===== src/rtl/fwd_sel_gen.sv =====
// fwd_sel_gen: operand-forwarding select and hazard-stall generator.
// Tracks the EX/MEM/WB producers in a shadow scoreboard. It drives the
// EX-stage operand mux selects and a combinational stall for the front end.
// Build option: FORWARDING_EN
//   defined   - forwarding from EX/MEM; stall only on load-use.
//   undefined - no forwarding (selects stay 0); stall until the producer
//               has left WB.
// Ports:
//   clk, rst        - clock (rising edge), asynchronous active-low reset
//   id_valid        - ID stage holds a real instruction
//   id_src1/id_src2 - ID source registers
//   id_dest         - ID destination register
//   id_wb_en        - ID instruction writes id_dest
//   id_is_load      - ID instruction is a load
//   flush           - squash the ID instruction this cycle
//   sel_src1/2      - registered EX mux selects (0 regfile, 1 MEM, 2 WB)
//   stall           - combinational hold for PC and IF/ID
//   stall_cnt       - saturating count of stall cycles
module fwd_sel_gen #(
  parameter int unsigned REG_ADDR_W = 3
) (
  input  logic                  clk,
  input  logic                  rst,
  input  logic                  id_valid,
  input  logic [REG_ADDR_W-1:0] id_src1,
  input  logic [REG_ADDR_W-1:0] id_src2,
  input  logic [REG_ADDR_W-1:0] id_dest,
  input  logic                  id_wb_en,
  input  logic                  id_is_load,
  input  logic                  flush,
  output logic [1:0]            sel_src1,
  output logic [1:0]            sel_src2,
  output logic                  stall,
  output logic [15:0]           stall_cnt
);

  localparam int unsigned CNT_W = 16;

  typedef struct packed {
    logic                  valid;
    logic [REG_ADDR_W-1:0] dest;
    logic                  wb_en;
    logic                  is_load;
  } sb_entry_t;

  // Source match against one entry, split as {load producer, non-load producer}.
  function automatic logic [1:0] match(input sb_entry_t e,
                                       input logic [REG_ADDR_W-1:0] src);
    logic m;
    m = e.valid && e.wb_en && (e.dest == src) && (src != '0);
    return {m && e.is_load, m && !e.is_load};
  endfunction

`ifdef FORWARDING_EN
  // Newer producer wins: a non-load in EX beats anything in MEM.
  function automatic logic [1:0] fwd_sel(input logic [1:0] m_ex,
                                         input logic [1:0] m_mem);
    if (m_ex[0])      return 2'd1;
    else if (|m_mem)  return 2'd2;
    else              return 2'd0;
  endfunction
`endif

  sb_entry_t             ex_q, ex_d, mem_q, mem_d, wb_q, wb_d, id_entry;
  logic [1:0]            sel1_q, sel1_d, sel2_q, sel2_d;
  logic [CNT_W-1:0]      cnt_q, cnt_d;
  logic [1:0]            m1_ex, m1_mem, m1_wb, m2_ex, m2_mem, m2_wb;

  // Hazard detection, next scoreboard, selects and counter.
  always_comb begin
    ex_d     = '0;
    mem_d    = ex_q;
    wb_d     = mem_q;
    sel1_d   = 2'd0;
    sel2_d   = 2'd0;
    cnt_d    = cnt_q;
    id_entry = '{valid: id_valid, dest: id_dest, wb_en: id_wb_en,
                 is_load: id_is_load};

    m1_ex  = match(ex_q,  id_src1);
    m1_mem = match(mem_q, id_src1);
    m1_wb  = match(wb_q,  id_src1);
    m2_ex  = match(ex_q,  id_src2);
    m2_mem = match(mem_q, id_src2);
    m2_wb  = match(wb_q,  id_src2);

`ifdef FORWARDING_EN
    // Only a load in EX cannot be forwarded in time.
    stall = id_valid && !flush && (m1_ex[1] || m2_ex[1]);
    if (!stall && !flush) begin
      sel1_d = fwd_sel(m1_ex, m1_mem);
      sel2_d = fwd_sel(m2_ex, m2_mem);
    end
`else
    stall = id_valid && !flush &&
            (|{m1_ex, m1_mem, m1_wb, m2_ex, m2_mem, m2_wb});
`endif

    // EX receives a bubble whenever the ID instruction does not advance.
    if (id_valid && !stall && !flush) ex_d = id_entry;

    if (stall && (cnt_q != '1)) cnt_d = cnt_q + CNT_W'(1);
  end

  // Scoreboard, select and counter registers.
  always_ff @(posedge clk or negedge rst) begin
    if (!rst) begin
      ex_q   <= '0;
      mem_q  <= '0;
      wb_q   <= '0;
      sel1_q <= 2'd0;
      sel2_q <= 2'd0;
      cnt_q  <= '0;
    end else begin
      ex_q   <= ex_d;
      mem_q  <= mem_d;
      wb_q   <= wb_d;
      sel1_q <= sel1_d;
      sel2_q <= sel2_d;
      cnt_q  <= cnt_d;
    end
  end

  assign sel_src1  = sel1_q;
  assign sel_src2  = sel2_q;
  assign stall_cnt = cnt_q;

endmodule

===== config.mk =====
export PLATFORM = sky130hd
export DESIGN_NAME = fwd_sel_gen
export DESIGN_NICKNAME = d
export VERILOG_FILES = /design/src/rtl/fwd_sel_gen.sv
export SDC_FILE = /design/constraint.sdc
export NUM_CORES = 1
export LEC_CHECK = 0
export BUFFER_PORTS_ARGS = -buffer_cell sky130_fd_sc_hd__buf_2
export CAP_MARGIN = 0
export CORE_MARGIN = 2
export CORE_UTILIZATION = 45
export DETAILED_ROUTE_END_ITERATION = 8
export PLACE_DENSITY_LB_ADDON = 0.12
export SETUP_SLACK_MARGIN = 0.05
export SLEW_MARGIN = 20
export SYNTH_ARGS = -nofsm -noshare
export SYNTH_HDL_FRONTEND = slang
export SYNTH_SLANG_ARGS = --single-unit
export TNS_END_PERCENT = 50

===== constraint.sdc =====
create_clock -name clk -period 3.3 [get_ports clk]
set_input_delay 0.495 -clock clk [delete_from_list [all_inputs] [get_ports clk]]
set_output_delay 0.495 -clock clk [all_outputs]
set_load 0.01 [all_outputs]

Word level (Yosys, flattened, before mapping) --
Index checks and enable logic that the tools add are counted.
Word-level totals: register bits 34, input bits 15, output and inout port bits 21, logic and storage cells 62
Cells by class: add/sub/neg operators 1, equality and inequality tests 7, muxes and demuxes 1, reductions and logical operators 40
Operator list (number):
- logical AND 1 bit | 32
- == test 3 bit | 6
- adder 16 x 1 -> 16 bit (second input constant) | 1
- != test 16 bit (second input constant) | 1
- OR reduction 12 bit | 1
- two-way mux 6 bit | 1
- nonzero test 3 bit | 2
- logical NOT 1 bit | 5

Logic depth before layout (Yosys ltp) --
Gate-level depths: netlist of the first run.
word-level depth 10, mapped depth 8

Worst setup path after synthesis of the first run --
No wires, ideal clock.
path type input-to-output, from input port id_src1[1], to output port stall, data arrival time 1606 ps, data required time 2805 ps, path slack 1199 ps, cell stages on the path 6, path buffers 2, cell sequence clkbuf_2 xor2_1 nor4_2 o32ai_1 a31oi_4 buf_6
On the way: longest elaborated chain between the ends 6
Ends and longest elaborated chain:
- from (decl) | RTL line 25 | input logic [REG_ADDR_W-1:0] id_src1,
- == test 3 bit | RTL line 50 | m = e.valid && e.wb_en && (e.dest == src) && (src != '0);
- logical AND 1 bit (2 in series) | RTL line 50
- logical AND 1 bit | RTL line 51 | return {m && e.is_load, m && !e.is_load};
- OR reduction 12 bit (*) | RTL line 96 | (|{m1_ex, m1_mem, m1_wb, m2_ex, m2_mem, m2_wb});
- logical AND 1 bit (*) | RTL line 95 | stall = id_valid && !flush &&
- to (decl) | RTL line 33 | output logic stall,
Mark *: on every way between the ends. The rest lies on a longest branch, timed or not.

Worst setup path after layout of the first run --
from register ex_q[4] in the netlist's numbering, to output port stall
On the way: longest elaborated chain between the ends 6
Ends and longest elaborated chain:
- from (decl) | RTL line 64 | sb_entry_t ex_q, ex_d, mem_q, mem_d, wb_q, wb_d, id_entry;
- from (signal assigned) | RTL line 108 | ex_q <= '0;
- from (signal assigned) | RTL line 115 | ex_q <= ex_d;
- == test 3 bit | RTL line 50
- logical AND 1 bit (2 in series) | RTL line 50
- logical AND 1 bit | RTL line 51
- OR reduction 12 bit (*) | RTL line 96
- logical AND 1 bit (*) | RTL line 95
Marks and branches as above.

==> metrics.cfg, run 1 <==
[logic_synthesis]
ys_types=34
synth_area_mm2=0.00154
yosys.area.top_type_share=0.505
synth_flop_cell=dfrtp_1
async_flop_share=1.00
synth_largest_area_cell=dfrtp_1
synth_warnings=0
yosysSeqAreaShare=0.505
synth_edf_count=0
avgSynthCellArea_um2=11.1
synthTopCellsByArea=dfrtp_1, xor2_1, xnor2_1
syn_inst=139
ys_ff_latch=31

[worst_setup_path]
critPathKind=flop to output pin
rr_worst_depth=7
critPathLaunchType=flop
crit_arrival_ns=1.97
path_max_fanout=9
crit_path_end_kind=output pin
worst-endpoint-required_ns=2.80

[clock_network]
cts_setup_buffers=0
cts_root_buffer=clkbuf_4
clk_latency_ns=0.33
post_cts_resized=0
holdBufCountCts=0
cts_tree=yes
cts_buffers=5
cts.htree.levels=2
cts_max_path_buffers=2
clk_transition_reported_paths_ns=0.10
cts.sinks=31

[detailed_routing]
routed_wl_um=2800
vias=1111
avgViaCountPerCell=5.07
drc_errors=0
drtIter0Drc=32
dr.pass1.iters=4
post_drt_wl_per_cell_um=12.8
drtAntennaViolNets=0

[power_and_ir_drop]
power_density_mw_per_mm2=379
p_total_uw=664
p_leak_nw=0.866
ir_drop_uv=251

[finish]
mostFrequentLayoutCells=dfrtp_1, buf_2, xor2_1
nets=188
final_common_cell=dfrtp_1
syn2layout_area_growth_pct=13.9
drive_gt1_frac=0.260
final_cells=219
num_antenna_cells=0

[die]
dieArea_mm2=0.00390
die_y_um=62.4
die_width_um=62.4
pin_count=36
initial_core_util=0.464
core_mm2=0.00331
rows=21

[sta]
tns_ns=0
clock_skew_ns=0.0135
max_slew_margin=0.542
fin_crit_ns=2.47
tightest_slew_ns=0.687
timing.final.crit_share=0.748
slew_viol_final=0
fmax_mhz=405
rsz0062_at_grt=no
hold_viol_final=0
setup_viol=0

[grt]
grt_max_degree=32
grt_first_pass_wirelength_um=5060
grt_usage=0.167
gr-total-overflow=0
antenna_found_initial=0
grt_pass1_vias=1116

[placement]
dp.cells=211
place_congestion=0.742
post-dp-hpwl_um=2040
portBuffers=30

[min_path]
hp-class=primary input to asynchronous set/reset pin

[outcome]
outcome=finished clean

[run]
max-cap-violations=0

-- report_power, final --
part           switching [mW]  internal (mW)
clock network           0.123         0.0829
logic                  0.0321         0.0230
registers              0.0111          0.392
-- final cells by class --
cell class,instances,area (um^2)
Clock buffer,7,45.0
Clock inverter,1,5.00
Fill cell,316,1560
Inverter,3,11.3
Multi-Input combinational cell,100,698
Sequential cell,31,776
Tap cell,46,57.6
Timing Repair Buffer,31,158
-- cell usage after synthesis, drive strengths merged (2+ instances only) --
cell type	number
and2	5
and3	3
buf	7
dfrtp	31
inv	3
mux2	2
nand2	8
nand3	13
nand4	6
nor2	8
nor3	3
nor4	5
o21bai	2
o32ai	2
or2	2
xnor2	14
xor2	16
-- stage by stage --
step	area [um^2]	setup WS [ns]	util	hold WS [ns]
after floorplan	1550	1.20	-	0.199
after global placement	1700	0.965	0.514	0.361
after detailed placement	1700	0.936	0.514	0.360
after CTS	1750	0.806	0.529	0.202
after global routing	1750	0.626	0.529	0.209
final	1750	0.833	0.529	0.193
-- routing by layer --
| metal | track usage | part of all wire | vias to the layer above | routed length (um) |
|---|---|---|---|---|
| met4 | 0.0750 | 0.019 | 0 | 53 |
| met2 | 0.263 | 0.48 | 41 | 1330 |
| li1 | - | - | 533 | - |
| met5 | 0 | 0 | - | 0 |
| met1 | 0.206 | 0.45 | 531 | 1250 |
| met3 | 0.0595 | 0.059 | 6 | 165 |
-- critical path, stage by stage (launching register included) --
cell and delay (ns):
dfrtp_1 0.43, xor2_1 0.18, a2111oi_0 0.34, a32oi_1 0.18, a31oi_4 0.32, buf_2 0.20
-- path summary, 6_finish.rpt --
check | startpoint | to | slack (ns)
setup reg to reg | ex_q[4] | stall_cnt[4] | 1.26
max in group asynchronous | rst | stall_cnt[7] | 2.65
hold / removal | rst | stall_cnt[13] | 0.19
setup / recovery | ex_q[4] | stall | 0.83
hold reg to reg | mem_q[5] | wb_q[5] | 0.37
min in group clk | id_wb_en | ex_q[1] | 0.37
-- registers in the layout (all words and copies together) (netlist names) --
signal / flops
ex_q: 5
stall_cnt: 16
wb_q: 5
mem_q: 5
-- cell families after synthesis --
| kind of cell | after synthesis | share of synthesized area |
|---|---|---|
| muxes | 2 | 0.0171 |
| adders and majority gates | 1 | 0.00814 |
| DFF | 31 | 0.505 |
| other | 1 | 0.00244 |
| buffers and inverters | 11 | 0.0480 |
| and+or+nand+nor | 56 | 0.202 |
| AOI/OAI and AO/OA | 7 | 0.0464 |
| xor gates and xnor gates | 30 | 0.171 |
Power figures use the tool's default switching activity.
==> run 2: changes to the inputs <==
clock period = 2.5 ns   (was 3.3 ns; I/O delays follow)
==> metrics.cfg, run 2 (synthesized netlist as in run 1, its figures left out) <==
[worst_setup_path]
crit_family=compound AO/OA/AOI/OAI gates
cp_num_buf_inv=1
max_stage_delay_ns=0.43
worst-path-stages=5
crit_slowest_cell=dfrtp_1
critPathLaunchType=flop
crit_path_end_kind=output pin
crit_arrival_ns=1.88
critPathKind=flop to output pin
rr_worst_depth=7
worstPathCellList=xor2_1 -> a2111oi_1 -> a32oi_1 -> a31oi_4 -> buf_2
path_max_fanout=4
worst-endpoint-required_ns=2.12

[sta]
hold_viol_final=0
tightest_slew_ns=0.674
worst_slack_ns=0.244
fin_crit_ns=2.26
setup_viol=0
timing.final.crit_share=0.902
max_slew_margin=0.551
fmax_mhz=443
slew_viol_final=0
rsz0062_at_grt=no
clock_skew_ns=0.0130
tns_ns=0

[grt]
antenna_found_initial=0
grt_max_degree=32
grt_first_pass_wirelength_um=5180
gr-total-overflow=0
grt_pass1_vias=1123
grt_usage=0.171

[placement]
place_ws_ns=0.280
place_congestion=0.744
dp.cells=211
post-dp-hpwl_um=2080
portBuffers=30

[die]
rows=21
die_width_um=62.4
dieArea_mm2=0.00390
core_mm2=0.00331
die_y_um=62.4
pin_count=36
initial_core_util=0.464

[power_and_ir_drop]
ir_drop_uv=306
power_density_mw_per_mm2=526
p_leak_nw=0.880

[clock_network]
clk_transition_reported_paths_ns=0.10
cts_buffers=5
clk_latency_ns=0.33
cts.sinks=31
cts_max_path_buffers=2
cts_root_buffer=clkbuf_4
holdBufCountCts=0
cts.htree.levels=2
cts_tree=yes

[detailed_routing]
avgViaCountPerCell=5.06
routed_wl_um=2870
drtAntennaViolNets=0
drtIter0Drc=23
vias=1113
post_drt_wl_per_cell_um=13.0
drc_errors=0
dr.pass1.iters=4

[finish]
num_antenna_cells=0
final_cells=220
drive_gt1_frac=0.270
final_common_cell=dfrtp_1
nets=189
nFillCells=315
seq_area_um2=776
largest_reg_flops=16
mostFrequentLayoutCells=dfrtp_1, buf_2, xor2_1
syn2layout_area_growth_pct=15.7
multi_input_area_um2=699

[run]
max-cap-violations=0

[min_path]
hp-class=primary input to asynchronous set/reset pin

[outcome]
outcome=finished clean

-- run 2: cell types whose count changed in the layout (fill, tap and decap cells not counted) --
cell,previous run,this run
clkbuf_1,2,1
a2111oi_1,0,1
clkbuf_8,0,2
a2111oi_0,1,0
clkinv_2,1,0
buf_4,1,2
-- run 2: power by group --
group / switching (mW) / internal, mW
Clock: 0.165 / 0.165
Combinational: 0.0435 / 0.0305
Sequential: 0.0145 / 0.517
Total: 0.223 / 0.713
-- run 2: area by class of cell --
class                   count  share of cell area
repair buffers             32              0.0929
multi-input cells         100               0.393
well taps                  46              0.0324
inverters                   3             0.00633
flip-flops and latches     31               0.436
clock buffers               8              0.0387
-- run 2: worst paths after layout --
kind / start / endpoint / slack (ns)
setup reg to reg: ex_q[4] / stall_cnt[12] / 0.35
min in group clk: id_dest[0] / ex_q[2] / 0.25
setup / recovery: ex_q[4] / stall / 0.24
hold / removal: rst / stall_cnt[2] / 0.07
hold reg to reg: mem_q[1] / wb_q[1] / 0.38
max in group asynchronous: rst / stall_cnt[1] / 1.99
-- run 2: repair_timing --
item / CTS / global route
setup buffers: 1 / 0
pin swaps: 1 / 0
gates resized for setup: 0 / 1
setup endpoints to repair: 1 / 1
gates cloned: 0 / 0
-- run 2: per-stage QoR --
| step | hold WS [ns] | util | power (mW) | instance area (um^2) |
|---|---|---|---|---|
| detailed placement | 0.364 | 0.514 | 0.616 | 1700 |
| finish | 0.0725 | 0.537 | 0.936 | 1780 |
| CTS | 0.0857 | 0.537 | 0.956 | 1780 |
| floorplan | 0.0794 | - | 0.585 | 1550 |
| global route | 0.0999 | 0.537 | 0.995 | 1780 |
| global placement | 0.361 | 0.514 | 0.612 | 1700 |
-- run 2: metal layers --
metal / vias up / routed length [um] / track usage
li1: 536 / - / -
met1: 543 / 1270 / 0.217
met2: 32 / 1420 / 0.266
met3: 2 / 157 / 0.0541
met4: 0 / 19 / 0.0833
met5: - / 0 / 0
